### config.mk
export PLATFORM = sky130hd
export DESIGN_NAME = jk_updown_counter
export DESIGN_NICKNAME = d
export VERILOG_FILES = /design/src/rtl/jk_updown_counter_pkg.sv /design/src/rtl/jk_updown_counter_cell.sv /design/src/rtl/jk_updown_counter.sv
export SDC_FILE = /design/constraint.sdc
export NUM_CORES = 1
export LEC_CHECK = 0
export BUFFER_PORTS_ARGS = -buffer_cell sky130_fd_sc_hd__buf_2
export CAP_MARGIN = 20
export CELL_PAD_IN_SITES_DETAIL_PLACEMENT = 0
export CELL_PAD_IN_SITES_GLOBAL_PLACEMENT = 1
export CORE_AREA = 2 2 39 41
export DETAILED_ROUTE_END_ITERATION = 12
export DIE_AREA = 0 0 41 43
export GPL_TIMING_DRIVEN = 0
export PLACE_DENSITY = 0.72
export SYNTH_ARGS = -nofsm -noshare
export SYNTH_HDL_FRONTEND = slang
export SYNTH_SLANG_ARGS = --single-unit
### constraint.sdc
create_clock -name i_clk -period 2.8 [get_ports i_clk]
set_clock_uncertainty 0.1 [all_clocks]
set_input_delay 0.28 -clock i_clk [delete_from_list [all_inputs] [get_ports i_clk]]
set_output_delay 0.28 -clock i_clk [all_outputs]
set_load 0.005 [all_outputs]
### src/rtl/jk_updown_counter_pkg.sv
// rtl/jk_updown_counter_pkg.sv - shared constants, direction encoding and range-check helpers
`ifndef JK_UPDOWN_COUNTER_DEFS
`define JK_UPDOWN_COUNTER_DEFS
`define DIR_UP   1'b1
`define DIR_DOWN 1'b0
// Bits needed to hold values 0..(x-1)
`define JKC_CLOG2(x) $clog2(x)
// Modulus must be at least 2 and must fit the counter width
`define JKC_RANGE_OK(m, w) (((m) >= 2) && (`JKC_CLOG2(m) <= (w)))
`endif

package jk_updown_counter_pkg;

    typedef enum logic {
        DIR_DOWN_E = `DIR_DOWN,
        DIR_UP_E   = `DIR_UP
    } dir_e;

    // Terminal value for the current direction: top of range going up, zero going down
    function automatic logic is_terminal(input dir_e dir, input logic at_max, input logic at_zero);
        return (dir == DIR_UP_E) ? at_max : at_zero;
    endfunction

endpackage

### src/rtl/jk_updown_counter_cell.sv
// rtl/jk_updown_counter_cell.sv - one bit slice: J/K mux, JK storage, carry/borrow chain
module jk_count_cell (
    input  logic i_clk,
    input  logic i_rst,
    input  logic i_enable,
    input  logic i_up,
    input  logic i_force,
    input  logic i_target,
    input  logic i_chain,
    output logic o_q,
    output logic o_chain
);

    logic r_q;
    logic w_t;
    logic w_j;
    logic w_k;

    // Toggle when every lower bit is 1 (up) or 0 (down); forced edges drive J/K to the target
    assign w_t     = i_enable & i_chain;
    assign w_j     = i_force ? i_target  : w_t;
    assign w_k     = i_force ? ~i_target : w_t;
    assign o_chain = i_chain & (i_up ? r_q : ~r_q);
    assign o_q     = r_q;

    // JK storage: J=K=0 hold, J=K=1 toggle, otherwise set/clear
    always_ff @(posedge i_clk) begin
        if (i_rst) begin
            r_q <= 1'b0;
        end else begin
            r_q <= (w_j & ~r_q) | (~w_k & r_q);
        end
    end

endmodule

### src/rtl/jk_updown_counter.sv
// rtl/jk_updown_counter.sv - cascadable modulo-N up/down counter built from JK bit cells
module jk_updown_counter
    import jk_updown_counter_pkg::*;
#(
    parameter int WIDTH   = 4,
    parameter int MODULUS = 10
) (
    input  logic             i_clk,
    input  logic             i_rst,
    input  logic             i_enable,
    input  logic             i_up,
    input  logic             i_load,
    input  logic [WIDTH-1:0] i_data,
    output logic [WIDTH-1:0] o_count,
    output logic             o_tc,
    output logic             o_wrap,
    output logic             o_load_err
);

    generate
        if (!`JKC_RANGE_OK(MODULUS, WIDTH)) begin : g_bad_modulus
            $error("jk_updown_counter: MODULUS must satisfy 2 <= MODULUS <= 2**WIDTH");
        end
    endgenerate

    localparam logic [WIDTH-1:0] LP_MAX = WIDTH'(MODULUS - 1);
    localparam logic [WIDTH:0]   LP_MOD = (WIDTH + 1)'(MODULUS);

    dir_e             w_dir;
    logic [WIDTH-1:0] w_count;
    logic [WIDTH:0]   w_chain;
    logic             w_at_max;
    logic             w_at_zero;
    logic             w_term;
    logic             w_load_bad;
    logic             w_force;
    logic [WIDTH-1:0] w_target;
    logic             w_unused_chain;
    logic             r_wrap;
    logic             r_load_err;

    assign w_dir      = dir_e'(i_up);
    assign w_at_max   = (w_count == LP_MAX);
    assign w_at_zero  = (w_count == '0);
    assign w_term     = is_terminal(w_dir, w_at_max, w_at_zero);
    assign w_load_bad = ({1'b0, i_data} >= LP_MOD);

    // Bits are forced on reset, load and wrap edges; otherwise they follow the toggle chain
    assign w_force  = i_rst | i_load | (i_enable & w_term);
    assign w_target = i_rst        ? '0 :
                      i_load       ? (w_load_bad ? '0 : i_data) :
                      (w_dir == DIR_UP_E) ? '0 : LP_MAX;

    assign w_chain[0]     = 1'b1;
    assign w_unused_chain = w_chain[WIDTH];

    generate
        for (genvar gi = 0; gi < WIDTH; gi++) begin : g_cell
            jk_count_cell u_cell (
                .i_clk    (i_clk),
                .i_rst    (i_rst),
                .i_enable (i_enable),
                .i_up     (i_up),
                .i_force  (w_force),
                .i_target (w_target[gi]),
                .i_chain  (w_chain[gi]),
                .o_q      (w_count[gi]),
                .o_chain  (w_chain[gi+1])
            );
        end
    endgenerate

    // Status pulses: wrap on an enabled terminal edge, load error on an out-of-range load
    always_ff @(posedge i_clk) begin
        if (i_rst) begin
            r_wrap     <= 1'b0;
            r_load_err <= 1'b0;
        end else if (i_load) begin
            r_wrap     <= 1'b0;
            r_load_err <= w_load_bad;
        end else if (i_enable) begin
            r_wrap     <= w_term;
            r_load_err <= 1'b0;
        end else begin
            r_wrap     <= 1'b0;
            r_load_err <= 1'b0;
        end
    end

    assign o_count    = w_count;
    assign o_tc       = i_enable & w_term;
    assign o_wrap     = r_wrap;
    assign o_load_err = r_load_err;

endmodule

==> results of run 1 <==
## critical path: stages (launching register included)
cell and delay (ps):
dfxtp_1 310, buf_6 140, or3_1 390, a21o_1 200, inv_2 80, buf_2 110
## layout by cell type, fill, tap and decap left out, drive strengths merged
cell type  count
a21o           1
nand3b         1
nor3           3
dfxtp          6
a211o          1
nand2          3
o31ai          1
nor2           4
buf           20
xnor2          2
o211ai         1
and3           1
or3            3
nand3          2
a2111oi        1
o21ai          5
xor2           1
nand2b         2
o32ai          1
inv            3
a31oi          1
a22oi          1
nand4          1
or3b           1
clkbuf         3
a21oi          2
## per-layer routing
metal / share of wire / vias up / track usage
li1: - / 228 / -
met2: 0.48 / 9 / 0.1719
met4: 0 / 0 / 0.04000
met3: 0.067 / 0 / 0.07853
met5: 0 / - / 0
met1: 0.46 / 190 / 0.1877
## power by group
group          leakage (nW)  switching, W  internal, W
logic                 0.182     0.0000280    0.0000316
registers            0.0493    0.00000653    0.0000908
clock network        0.0138     0.0000324    0.0000486
total                 0.245     0.0000670     0.000171
## cell type report
class,count,share of cell area
Inverter,3,0.02074
Timing Repair Buffer,14,0.1290
Sequential cell,6,0.2212
Clock buffer,3,0.04147
Buffer,6,0.08986
Tap cell,16,0.03687
Multi-Input combinational cell,39,0.4608
## sequential cells by signal, indices dropped and copies added, names as in the netlist
register and cells:
g_cell.u_cell.o_q 4, o_load_err 1, o_wrap 1
## cell usage after synthesis, types with 2 or more instances
cell type / instances
dfxtp_1: 6
nor2_1: 4
or3_1: 3
nand2_1: 3
buf_4: 5
xnor2_1: 2
nand3_1: 2
o21ai_0: 5
nor3_1: 3
inv_1: 2
nand2b_1: 2
## stage by stage
stage            util  setup slack [ps]
2_1_floorplan       -              1360
3_3_place_gp   0.3761              1208
3_5_place_dp   0.3761              1202
4_1_cts        0.3924             932.3
5_1_grt        0.3924             875.4
6_report       0.3924             947.3
## logic make-up after synthesis
kind of cell              count (synthesis)  synth area share
and+or+nand+nor                          21            0.2587
AOI/OAI and AO/OA                        15            0.2616
buffers and inverters                     9            0.1395
DFF                                       6            0.2791
xor gates and xnor gates                  3           0.06106
## path summary, 6_finish.rpt
kind,from,endpoint,depth (start not counted)
min reg2reg,g_cell[2].u_cell.o_q,g_cell[2].u_cell.o_q,2
max,g_cell[0].u_cell.o_q,o_tc,5
min,i_data[3],g_cell[2].u_cell.o_q,2
max reg2reg,g_cell[0].u_cell.o_q,g_cell[3].u_cell.o_q,6
==> out/qor.yml, run 1 <==
cells_and_area:
  final_layout_size_suffix_gt1_frac: 0.3803
  layout.area.seq_um2: 120.1
  area_growth_pct: 26.16
  multi_input_area_um2: 250.2
  diodes: 0
  layout.nets: 82
  n_fill_cell: 160
  postLayoutCellArea_um2: 543.0
  fin_cells: 87
placed_design:
  gp_congestion: 0.7517
  dp_hpwl_um: 686.1
  port_buffers: 14
  placed_cells: 84
  place_area_um2: 520.5
power:
  p_leak_nw: 0.2452
  ir_drop_uv: 197.3
  finalPower_w: 0.0002380
  p_per_area_mw_per_mm2: 438.3
floorplanning:
  rows: 14
  io_pins: 16
  start_util: 0.3110
  core_region_area_mm2: 0.001384
  die_x_um: 41
  die_y_um: 43
  die_area_mm2: 0.001763
yosys:
  ys_seq_area_frac: 0.2791
  ys.flop_type: "dfxtp_1"
  netlist_area_um2: 430.4
  synth_area_per_cell_um2: 7.971
  yosys_warnings: 0
  synth.net_count: 63
  synth_top_cell_area_share: 0.2791
  synth-seq-cells: 6
  synth_area_leaders: "dfxtp_1 (28%), buf_4 (8.7%), o21ai_0 (5.8%), or3_1 (4.4%), xnor2_1 (4.1%)"
  synth_cell_type_count: 28
  synth_area_leader_cell: "dfxtp_1"
  synth-edff-count: 0
  synthArstFlopShare: 0
  synthCells: 54
detailed_routing:
  wl_per_cell_um: 10.15
  dr.pass1.iters: 4
  wl_um: 883
  drt_first_iter_violations: 5
  drc: 0
  via_per_inst: 4.908
  ant_nets: 0
  vias: 427
global_routing:
  grt_first_pass_wirelength_um: 1593
  grt_use_total: 0.1348
  grt_pass1_vias: 367
  grt_max_degree: 11
  grt_remaining_overflow: 0
  antenna_found_initial: 0
setup_path:
  critPathKind: "reg -> out"
  reg2reg_setup_slack_ps: 1300
  start_kind: "flop"
  crit_required_ps: 2420
  path_max_fanout: 9
  end_kind: "output pin"
  cp_data_arrival_time_ps: 1470
timing:
  fin_setup_tns_ps: 0
  setup_viol: 0
  finalHoldViolCount: 0
  slew_violations: 0
  tightest_slew_ps: 306.7
  slew-limit-headroom: 0.7952
  min_period_ps: 1853
  rsz0062_at_grt: "no"
  period_share: 0.6617
  fmax_mhz: 539.7
  hold_ws_ps: 170.0
cts:
  cts_max_level: 1
  cts.repair.resized: 0
  clk_path_buf_depth: 2
  clkTransAtPathRegs_ps: 50
  cts_setup_buffers: 0
  cts_tree: "yes"
  cts_root_buf: "clkbuf_4"
  cts_buffers: 3
  clock_insertion_delay_worst_skew_ps: 250
  cts_sinks: 6
  hold_buffers: 0
worst_hold_path:
  hp-class: "in -> reg"
outcome:
  outcome: "finished, final reports clean"
job:
  maxCapViolCount: 0
No activity file was read; power rests on OpenSTA's default activity.
==> run 2, diff against run 1 <==
Settings changed: CORE_AREA 2 2 39 41 to default, CORE_UTILIZATION from default to 32, DIE_AREA 0 0 41 43 to default, PLACE_DENSITY 0.72 to 0.71.
Clock period 2.8 ns to 1.8 ns, I/O delays scaled along.
==> run 2 against run 1 <==
Sequential share of layout area shrank 0.40 points. Count of clock-buffer cells in the layout unchanged. Utilization up 8.0 points. Die area shrank 15%. Critical path depth unchanged. Via count up 1.6%. Critical path type unchanged. Final cell count is 1.1% lower. Global-route usage grew 3.4 points. Sequential cell count stayed put. Hold slack got worse by 99 ps. Combinational power is 64% higher.
==> out/qor.yml, run 2 (synthesis gave the netlist of run 1 again) <==
cells_and_area:
  final_common_cell: "buf_2"  # unchanged
  layout.nets: 83  # was 82
  area_growth_pct: 28.49  # was 26.16%
  fin_cells: 86  # was 87
  final_layout_size_suffix_gt1_frac: 0.4028  # was 0.3803
  largest_reg_flops: 4  # unchanged
  diodes: 0  # unchanged
  final_cell_mix: "buf_2 (14), buf_4 (6), dfxtp_1 (6)"  # was buf_2 (14), dfxtp_1 (6), buf_4 (5), o21ai_0 (5), nor2_1 (4)
timing:
  slew_violations: 0  # unchanged
  rsz0062_at_grt: "no"  # unchanged
  fmax_mhz: 576.3
  fin_setup_tns_ps: 0  # unchanged
  min_period_ps: 1735
  tightest_slew_ps: 310.0  # was 306.7 ps
  setup_viol: 0  # unchanged
  period_share: 0.9641
  slew-limit-headroom: 0.7929  # was 0.7952
  finalHoldViolCount: 0  # unchanged
placed_design:
  placed_cells: 82  # was 84
  dp_hpwl_um: 684.4  # was 686.1 µm
  port_buffers: 14  # unchanged
  gp_congestion: 0.7260  # was 0.7517
global_routing:
  grt_max_degree: 11  # unchanged
  grt_remaining_overflow: 0  # unchanged
  grt_pass1_vias: 395  # was 367
  grt_use_total: 0.1689  # was 0.1348
  grt_first_pass_wirelength_um: 1690  # was 1593 µm
  antenna_found_initial: 0  # unchanged
cts:
  cts_buffers: 3  # unchanged
  clkTransAtPathRegs_ps: 40  # was 50 ps
  cts_root_buf: "clkbuf_4"  # unchanged
  cts_tree: "yes"  # unchanged
  clock_insertion_delay_worst_skew_ps: 240  # was 250 ps
  cts_max_level: 1  # unchanged
  cts_sinks: 6  # unchanged
  clk_path_buf_depth: 2  # unchanged
setup_path:
  critPathKind: "reg -> out"  # unchanged
  path_max_fanout: 9  # unchanged
  end_kind: "output pin"  # unchanged
  path_buf_inv: 3  # unchanged
  path_delay_family: "simple AND/OR/NAND/NOR gates"  # unchanged
  cp_cell_sequence: "buf_6, or3_4, a21o_1, inv_2, buf_2"  # was buf_6, or3_1, a21o_1, inv_2, buf_2
  crit_required_ps: 1520  # was 2420 ps
  critPathMaxStageDelay_ps: 380  # was 390 ps
  reg2reg_from: "g_cell[1].u_cell.o_q"  # was g_cell[0].u_cell.o_q
  crit_start: "g_cell[0].u_cell.o_q"  # unchanged
  slowest_stage: "or3_4"  # was or3_1
  start_kind: "flop"  # unchanged
  cp_data_arrival_time_ps: 1460  # was 1470 ps
power:
  p_leak_nw: 0.2514  # was 0.2452 nW
  switching_share: 0.2759  # was 0.2813
  pwr-share-seq: 0.410  # was 0.409
  p_int_w: 0.0002695  # was 0.0001710 W
  ir_drop_uv: 297.0  # was 197.3 µV
  combPwrFrac: 0.262  # was 0.251
  p_per_area_mw_per_mm2: 672.9  # was 438.3 mW/mm²
  p_sw_w: 0.0001027  # was 0.00006695 W
  pwr-share-clk: 0.328  # was 0.340
detailed_routing:
  vias: 434  # was 427
  ant_nets: 0  # unchanged
  wl_per_cell_um: 10.55  # was 10.15 µm
  wl_um: 907  # was 883 µm
  drc: 0  # unchanged
  drt_first_iter_violations: 7  # was 5
  via_per_inst: 5.047  # was 4.908
  dr.pass1.iters: 3  # was 4
worst_hold_path:
  hp-class: "in -> reg"  # unchanged
  min-delay-start: "i_data[3]"  # unchanged
floorplanning:
  die_area_mm2: 0.001496  # was 0.001763 mm²
  start_util: 0.3675  # was 0.3110
  io_pins: 16  # unchanged
  rows: 12  # was 14
  core_region_area_mm2: 0.001171  # was 0.001384 mm²
  die_x_um: 38.68  # was 41 µm
  die_y_um: 38.68  # was 43 µm
outcome:
  outcome: "finished, final reports clean"  # unchanged
job:
  maxCapViolCount: 0  # unchanged
-- run 2: cell count changes in the layout (fill, tap and decap cells not counted) --
| cell | previous run | this run |
|---|---|---|
| buf_4 | 5 | 6 |
| or3_1 | 3 | 2 |
| or3_4 | 0 | 1 |
-- run 2: through the flow --
step | utilization | hold slack, ps | total power, W | worst slack [ps] | area [µm²]
floorplan | - | 142.4 | 0.0002154 | 371.0 | 430.4
global placement | 0.4423 | 323.8 | 0.0002479 | 312.6 | 518.0
detailed placement | 0.4423 | 317.2 | 0.0002482 | 283.0 | 518.0
CTS | 0.4615 | 54.44 | 0.0003757 | 35.65 | 540.5
global route | 0.4722 | 77.94 | 0.0003999 | 1.926 | 553.0
finish | 0.4722 | 71.29 | 0.0003722 | 64.66 | 553.0
-- run 2: worst register-to-register path, stage by stage (launching register included) --
cell and delay (ps):
dfxtp_1 470, or3b_1 180, a21o_1 130, inv_2 50, buf_4 130, a2111oi_2 360, a22oi_2 80
-- run 2: power by group through the flow --
stage           logic, W  clock network (W)  registers, W
2_1_floorplan  0.0000633                  0      0.000152
3_3_place_gp   0.0000937                  0      0.000154
3_5_place_dp   0.0000935                  0      0.000155
4_1_cts        0.0000937           0.000130      0.000152
5_1_grt         0.000111           0.000134      0.000154
6_report       0.0000976           0.000122      0.000152
-- run 2: metal layers --
layer / vias up / track usage / part of all wire
li1: 232 / - / -
met1: 190 / 0.2098 / 0.48
met2: 10 / 0.2500 / 0.47
met3: 2 / 0.06936 / 0.044
met4: 0 / 0.07759 / 0.0044
met5: - / 0 / 0
-- run 2: path summary, 6_finish.rpt --
path / endpoint / cells past startpoint / slack, ps
worst max-delay path: o_tc / 5 / 60
worst min-delay path: g_cell[2].u_cell.o_q / 2 / 70
worst max register to register: g_cell[3].u_cell.o_q / 6 / 170
worst min register to register: g_cell[2].u_cell.o_q / 2 / 570
-- run 2: final cells by class --
cell class	count	area [µm²]
repair buffers	15	77.57
well taps	14	17.52
fillers	123	618.1
plain buffers	6	48.80
clock buffers	3	22.52
flip-flops and latches	6	120.1
inverters	3	11.26
multi-input cells	39	255.2
-- run 2: what timing repair did --
| action | in CTS | in global routing |
|---|---|---|
| endpoints found under the setup margin | 0 | 1 |
| hold buffers | 0 | 0 |
| buffers inserted | 0 | 1 |
| gates resized for setup | 0 | 1 |
